--- config.mk ---
export PLATFORM = sky130hd
export DESIGN_NAME = pwm_symbol_scheduler
export DESIGN_NICKNAME = d
export VERILOG_FILES = /design/src/rtl/pwm_pkg.sv /design/src/rtl/mod_period_counter.sv /design/src/rtl/pwm_symbol_scheduler.sv
export SDC_FILE = /design/constraint.sdc
export NUM_CORES = 1
export LEC_CHECK = 0
export ABC_AREA = 0
export CORE_MARGIN = 5
export CORE_UTILIZATION = 60
export CTS_CLUSTER_DIAMETER = 80
export DETAILED_ROUTE_END_ITERATION = 12
export DONT_BUFFER_PORTS = 1
export GPL_TIMING_DRIVEN = 0
export PLACE_DENSITY = 0.76
export SLEW_MARGIN = 20
export SYNTH_ARGS = -nofsm -noshare
export SYNTH_HDL_FRONTEND = slang
export SYNTH_HIERARCHICAL = 1
export SYNTH_SLANG_ARGS = --single-unit
--- constraint.sdc ---
create_clock -name clk -period 2.27 [get_ports clk]
set_input_delay 0.3405 -clock clk [delete_from_list [all_inputs] [get_ports clk]]
set_output_delay 0.3405 -clock clk [all_outputs]
set_load 0.005 [all_outputs]
--- src/rtl/pwm_pkg.sv ---
// Shared FSM state encoding and period-counter constants for the PWM symbol scheduler.
// Pure declarations; no timing or flow control.
package pwm_pkg;

    typedef enum logic {
        S_IDLE = 1'b0,
        S_RUN  = 1'b1
    } state_t;

    // Terminal value of a width-bit free-running period counter.
    function automatic int cnt_max(input int width);
        return (1 << width) - 1;
    endfunction

    // Count value one cycle before the terminal value; used to register tc.
    function automatic int cnt_pre(input int width);
        return cnt_max(width) - 1;
    endfunction

endpackage

--- src/rtl/mod_period_counter.sv ---
// Period counter with a registered terminal-count flag that is high while count==max.
// Latency: tc aligns with count (both registered); clr has priority over en, with no backpressure.
module mod_period_counter
    import pwm_pkg::*;
#(
    parameter int WIDTH = 8
) (
    input  logic             clk,
    input  logic             rst,
    input  logic             clr,
    input  logic             en,
    output logic [WIDTH-1:0] count,
    output logic             tc
);

    localparam logic [WIDTH-1:0] CNT_PRE = WIDTH'(cnt_pre(WIDTH));

    always_ff @(posedge clk or negedge rst) begin
        if (!rst) begin
            count <= '0;
            tc    <= 1'b0;
        end else if (clr) begin
            count <= '0;
            tc    <= 1'b0;
        end else if (en) begin
            count <= count + WIDTH'(1);
            // Flag is computed one cycle early so it is a clean register output.
            tc    <= (count == CNT_PRE);
        end
    end

endmodule

--- src/rtl/pwm_symbol_scheduler.sv ---
// Plays a valid/ready stream of duty symbols as PWM, each for rep+1 periods, back-to-back.
// Latency: first pwm cycle is the clock after transfer; ready only in IDLE or on the last cycle of a symbol.
module pwm_symbol_scheduler
    import pwm_pkg::*;
#(
    parameter int WIDTH = 8,
    parameter int REP_W = 4
) (
    input  logic             clk,
    input  logic             rst,
    input  logic             start,
    input  logic             sym_valid,
    input  logic [WIDTH-1:0] sym_data,
    input  logic [REP_W-1:0] sym_rep,
    output logic             sym_ready,
    output logic             pwm_out,
    output logic             period_tick,
    output logic             busy,
    output logic             underrun
);

    state_t           state;
    state_t           state_nxt;
    logic [WIDTH-1:0] duty_reg;
    logic [WIDTH-1:0] duty_nxt;
    logic [REP_W-1:0] rep_cnt;
    logic [REP_W-1:0] rep_nxt;
    logic             underrun_nxt;
    logic             underrun_set;
    logic [WIDTH-1:0] count;
    logic             tc;
    logic             last_end;
    logic             xfer;

    mod_period_counter #(
        .WIDTH(WIDTH)
    ) u_cnt (
        .clk  (clk),
        .rst  (rst),
        .clr  (state == S_IDLE),
        .en   (state == S_RUN),
        .count(count),
        .tc   (tc)
    );

    // tc can only be high in RUN, so it marks the period end directly.
    assign last_end    = (state == S_RUN) && tc && (rep_cnt == '0);
    assign sym_ready   = rst && start && ((state == S_IDLE) || last_end);
    assign xfer        = sym_valid && sym_ready;
    assign busy        = (state == S_RUN);
    assign period_tick = tc;
    assign pwm_out     = busy && (count < duty_reg);

    always_comb begin
        state_nxt    = state;
        duty_nxt     = duty_reg;
        rep_nxt      = rep_cnt;
        underrun_set = 1'b0;
        case (state)
            S_IDLE: begin
                if (xfer) begin
                    state_nxt = S_RUN;
                    duty_nxt  = sym_data;
                    rep_nxt   = sym_rep;
                end
            end
            S_RUN: begin
                if (tc) begin
                    if (rep_cnt != '0) begin
                        rep_nxt = rep_cnt - REP_W'(1);
                    end else if (xfer) begin
                        duty_nxt = sym_data;
                        rep_nxt  = sym_rep;
                    end else begin
                        state_nxt    = S_IDLE;
                        underrun_set = start;
                    end
                end
            end
            default: state_nxt = S_IDLE;
        endcase
        underrun_nxt = underrun_set || (underrun && start);
    end

    always_ff @(posedge clk or negedge rst) begin
        if (!rst) begin
            state    <= S_IDLE;
            duty_reg <= '0;
            rep_cnt  <= '0;
            underrun <= 1'b0;
        end else begin
            state    <= state_nxt;
            duty_reg <= duty_nxt;
            rep_cnt  <= rep_nxt;
            underrun <= underrun_nxt;
        end
    end

endmodule

---- Word level (Yosys, flattened, before mapping) ----
Cells that the tools add are included.
operators by class
  $add $sub $neg .......................... 2
  $lt $le $gt $ge ......................... 1
  equality and inequality tests ........... 3
  muxes and demuxes ....................... 18
  bitwise operators ....................... 1
  reductions and logical operators ........ 12
operators with widths
  cell                 count
  $mux 8               4
  $pmux 8 s2           1
  $mux 4               3
  $add 8x1->8 const B  1
  $eq 8x8->1 const B   1
  $lt 8x8->1           1
  $mux 1               8
  $pmux 4 s2           1
  $logic_and 1x1->1    7
  $logic_not 4->1      1
  $reduce_bool 4->1    1
  $sub 4x1->4 const B  1
  $logic_or 1x1->1     2
  $ne 2x1->1 const B   1
  $ne 2x2->1 const B   1
  $pmux 1 s2           1
  $reduce_and 2->1     1
  $not 1->1            1
word-level totals
  bits in registers ....................... 23
  input bits .............................. 16
  output and inout port bits .............. 5
  word-level logic and storage cells ...... 43

---- Longest topological paths before layout ----
  depth in word-level cells ............... 10
  mapped depth ............................ 7
  mapped depth without buffers ............ 6

---- By module ----
Netlist, hierarchy kept.
by module, submodules not included
  module                times used  cells each  area an instance (sq um)  sequential area each (sq um)
  pwm_symbol_scheduler  1           93          969.7                     350.3
  mod_period_counter    1           44          449.2                     225.2

---- Worst setup path before layout ----
No wires, ideal clock.
  path kind ............................... reg2reg
  start point ............................. register rep_cnt[0]
  end point ............................... register duty_reg[0]
  setup time .............................. 0.125 ns
  data arrival time ....................... 1.625 ns
  required time ........................... 2.145 ns
  setup slack ............................. 0.520 ns
  stages on the path, launching flop included .. 8
  path buffers ............................ 1
  period minus slack after synthesis ...... 1.750 ns
  path through ............................ dfrtp_1 > inv_1 > ha_1 > nor3b_4 > a21o_1 > nor2b_4 > buf_12 > mux2_4
on the way
  cells in the longest elaborated chain, start to end .. 9
  elaborated cells on any way between the ends .. 12
  classes of those cells .................. 1 x eq/ne; 4 x mux; 7 x reduce/logical
ends and longest elaborated chain
  what                      RTL line                    source
  start: declaration        pwm_symbol_scheduler.sv:26  logic [REP_W-1:0] rep_cnt;
  start signal: assignment  pwm_symbol_scheduler.sv:94  rep_cnt <= rep_nxt;
  $logic_not 4->1           pwm_symbol_scheduler.sv:47  assign last_end = (state == S_RUN) && tc && (rep_cnt == '0);
  $logic_and 1x1->1         pwm_symbol_scheduler.sv:47
  $logic_or 1x1->1          pwm_symbol_scheduler.sv:48  assign sym_ready = rst && start && ((state == S_IDLE) || last_end);
  $logic_and 1x1->1         pwm_symbol_scheduler.sv:48
  $logic_and 1x1->1         pwm_symbol_scheduler.sv:49  assign xfer = sym_valid && sym_ready;
  $mux 8 (3 in series)      n/a
  $pmux 8 s2                n/a
  end signal: assignment    pwm_symbol_scheduler.sv:93  duty_reg <= duty_nxt;
  end: declaration          pwm_symbol_scheduler.sv:24  logic [WIDTH-1:0] duty_reg;
Several ways; a longest one is shown, not always the timed one. The select of a mux whose other input is x is not followed.
A chain may end at the register's enable or synchronous reset.

---- Worst setup path after layout ----
  start point ............................. register u_cnt.count[2]
  end point ............................... output pwm_out
on the way
  cells in the longest elaborated chain, start to end .. 2
ends and longest elaborated chain
  what                      RTL line                    source
  start: declaration        mod_period_counter.sv:12    output logic [WIDTH-1:0] count,
  start signal: assignment  mod_period_counter.sv:26    count <= count + WIDTH'(1);
  $lt 8x8->1                pwm_symbol_scheduler.sv:52  assign pwm_out = busy && (count < duty_reg);
  $logic_and 1x1->1         pwm_symbol_scheduler.sv:52
  end: declaration          pwm_symbol_scheduler.sv:16  output logic pwm_out,
Every way passes these cells.

==> impl_results.md <==
* Status: finished, final reports clean
* Synth Area in Compound Gates at 0.1420
* EDFF count, synth at 0
* CTS tree: done
* CP Data Required Time at just under 2 ns
* Nets in the synthesized netlist at 164
* Pre-Repair DR Iteration Count at 4
* Site Rows at 17
* Most common cell after layout, fill and taps aside: dfrtp_1
* R2R Path Start: rep_cnt[0]$_DFFE_PN0N_
* CP Data Arrival Time at about 1.8 ns
* Fillers at 188
* Mean Syn Cell Area at 10.36 µm²
* Worst setup SP type: flop
* Syn. warnings at 6
* Crit-path max FO at 6
* Clk slew on worst S/H paths at 0.12 ns
* Post-synthesis simple-gate area fraction at 0.1587
* Initial antenna violation count at 0
* Routed WL at 2.616 mm
* Antenna diodes at 0
* Worst path slowest cell: dfrtp_2
* Detailed-route via count at 1030
* Die Width at approximately 60 µm
* Logic pwr share at 0.030
* DRT antenna net count at 0
* GR Util All Layers at 0.1716
* # nets final at 171
* Via density at 6.023
* Crit. End Element: output pin
* Sinks on Clock Net at 23
* Routability cong. at 0.7980
* Synth async-reset ratio at 1.000
* Final Max Tran Viols at 0
* Core area at 2233 µm²
* Mux cell area share after synthesis at 0.1005
* Reg2reg end: duty_reg[5]$_DFFE_PN0P_
* Commonest cells after routing, fill and taps aside: 22 x dfrtp_1, 14 x inv_1, 11 x ha_1
* Power Density at 411.9 nW/µm²
* Htree depth at 1
* Clk Tree Root Cell: clkbuf_4
* P_int at just under 500 µW
* Buffers on Ports at 0
* Peak VDD IR at 0.4241 mV
* Actual slew at the worst max-slew pin at 0.5162 ns
* Tcrit/Tclk final at 0.9528
* Critical path cell sequence: ha_1 -> a21oi_1 -> o21ai_0 -> a41o_1 -> a31oi_2
* Setup bufs post-CTS at 0
* Worst hold path startpoint: sym_rep[3]
* Syn Inst Count at 137
* P_sw at 133.8 µW
* Fin cells at 171
* Switch share at 0.2161
* Overflow after GRT at 0
* Initial Util at 0.6353
* TNS Setup at 0 ns
* Die Footprint at between 3000 and 4000 µm²
* CP Class: flop to output pin
* Hold Path Sink: rep_cnt[3]$_DFFE_PN0N_
* Max incr delay on CP at 0.49 ns
* Dpl cell area at around 1500 µm²
* Post-synth top area cell: dfrtp_1
* Reg2reg path depth at 7
* WL/cell at approximately 15 µm
* Total CTS buffers at 3
* Area share of xor/xnor cells in the synthesized design at 0.02469
* Vias in the first global route at 1010
* Drt drc at 0
* I/O Pins at 21
* Clock skew at 0.004981 ns
* Largest family of logic cells by synthesized area: simple AND/OR/NAND/NOR gates
* HP Class: input port to flop
* # setup viols final at 0
* Clock power share at 0.305
* Register area share after synthesis at 0.4056
* Synth Area in Adders at 0.09700
* Clock latency on the worst-skew pair at 0.31 ns
* Initial DRC Count at 34
* Dpl cells at roughly 170
* Ys flop type: dfrtp_1
* Largest net degree at the start of global routing at 24
* Max-slew headroom at 0.6558
* Worst hold path cell count at 2
* Proportion of layout cells with a drive suffix above 1 at 0.1678
* Final hold violation count at 0
* First-pass GRT wire length at 4.471 mm
* Worst reg2reg setup slack at 0.30 ns
* Share of the synthesized area in the top cell type at 0.4056
* Hpwl dp at between 1.5 and 2 mm
* Final min period at between 2 and 2.5 ns
* Post-synth cell types at 38
* Flops & latches, synth at 23
* Clk buf depth at 2
* Top cells by area, synth: dfrtp_1 41%, ha_1 9.7%, mux2_4 8.5%, inv_1 3.7%, a21oi_1 3.5%
* Mapped cell area at between 1000 and 1500 µm²
* Post-route total power at 619.0 µW
* Syn-to-layout area delta at 5.908%
* Fin area at roughly 1500 µm²
* Achievable frequency at ~0.46 GHz
* Flop pwr share at 0.665
* Max-Cap Viols at 0
* Pleak at 0.6969 nW
* Die span in y at between 50 and 60 µm
-- power by group through the flow --
stage,clock network [mW],logic [mW],registers (mW)
global route,0.221,0.0215,0.412
detailed placement,0,0.00901,0.420
CTS,0.197,0.0187,0.412
global placement,0,0.00872,0.420
finish,0.189,0.0187,0.412
floorplan,0,0.00780,0.420
-- timing repair --
action                                  CTS  global route
hold buffers                              1             1
endpoints found under the setup margin    0             1
hold endpoints to repair                 23            11
gates resized for setup                   0             2
-- cells in the mapped netlist (2+ instances only) --
library cell,number
and3_1,2
o21ai_0,7
buf_2,2
buf_4,2
a2bb2oi_1,2
nor2_1,7
nand4_1,4
ha_1,11
mux2_2,2
or3_1,3
inv_1,14
xor2_1,3
a21oi_1,10
a31oi_1,2
nand2_1,7
nor2b_1,3
dfrtp_1,23
nand3_1,6
mux2_4,8
-- layout make-up --
cell class,count,area (µm²),area share
Sequential cell,23,576.8,0.3838
Multi-Input combinational cell,94,748.2,0.4979
Clock buffer,4,26.28,0.01749
Timing Repair Buffer,2,15.01,0.009992
Tap cell,28,35.03,0.02331
Buffer,6,48.80,0.03247
Inverter,14,52.55,0.03497
-- worst max path at each step --
stage	start	endpoint	cells past startpoint
floorplan	rep_cnt[0]$_DFFE_PN0N_	duty_reg[0]$_DFFE_PN0P_	7
global placement	rep_cnt[0]$_DFFE_PN0N_	duty_reg[3]$_DFFE_PN0P_	7
detailed placement	rep_cnt[0]$_DFFE_PN0N_	duty_reg[5]$_DFFE_PN0P_	7
CTS	u_cnt/count[2]$_DFFE_PN0P_	pwm_out	5
global route	u_cnt/count[2]$_DFFE_PN0P_	pwm_out	5
finish	u_cnt/count[2]$_DFFE_PN0P_	pwm_out	5
-- worst max-delay path, delay by kind of cell (launching register included) --
| family | cells | cell delay [ns] |
|---|---|---|
| adders and majority gates | 1 | 0.31 |
| AOI/OAI and AO/OA | 4 | 0.71 |
| DFF | 1 | 0.49 |
-- metrics by stage --
stage,setup WS (ns),hold slack (ns),util
2_1_floorplan,0.5199,0.04491,-
3_3_place_gp,0.3726,0.04557,0.6510
3_5_place_dp,0.3244,0.04584,0.6510
4_1_cts,0.04865,0.1307,0.6672
5_1_grt,-0.008497,0.1300,0.6728
6_report,0.1072,0.1408,0.6728
-- layer usage --
| layer | global-route usage | part of all wire | vias up |
|---|---|---|---|
| li1 | - | - | 501 |
| met1 | 0.2239 | 0.46 | 497 |
| met2 | 0.2727 | 0.47 | 28 |
| met3 | 0.03947 | 0.049 | 4 |
| met4 | 0.07443 | 0.017 | 0 |
| met5 | 0 | 0 | - |
-- cell families after synthesis --
kind of cell    after synthesis
simple gates                 37
compound gates               32
flops                        23
buf+inv                      20
fa+ha+maj                    11
mux                          10
xor+xnor                      4
Note: power is estimated with default switching activity, not from simulation.
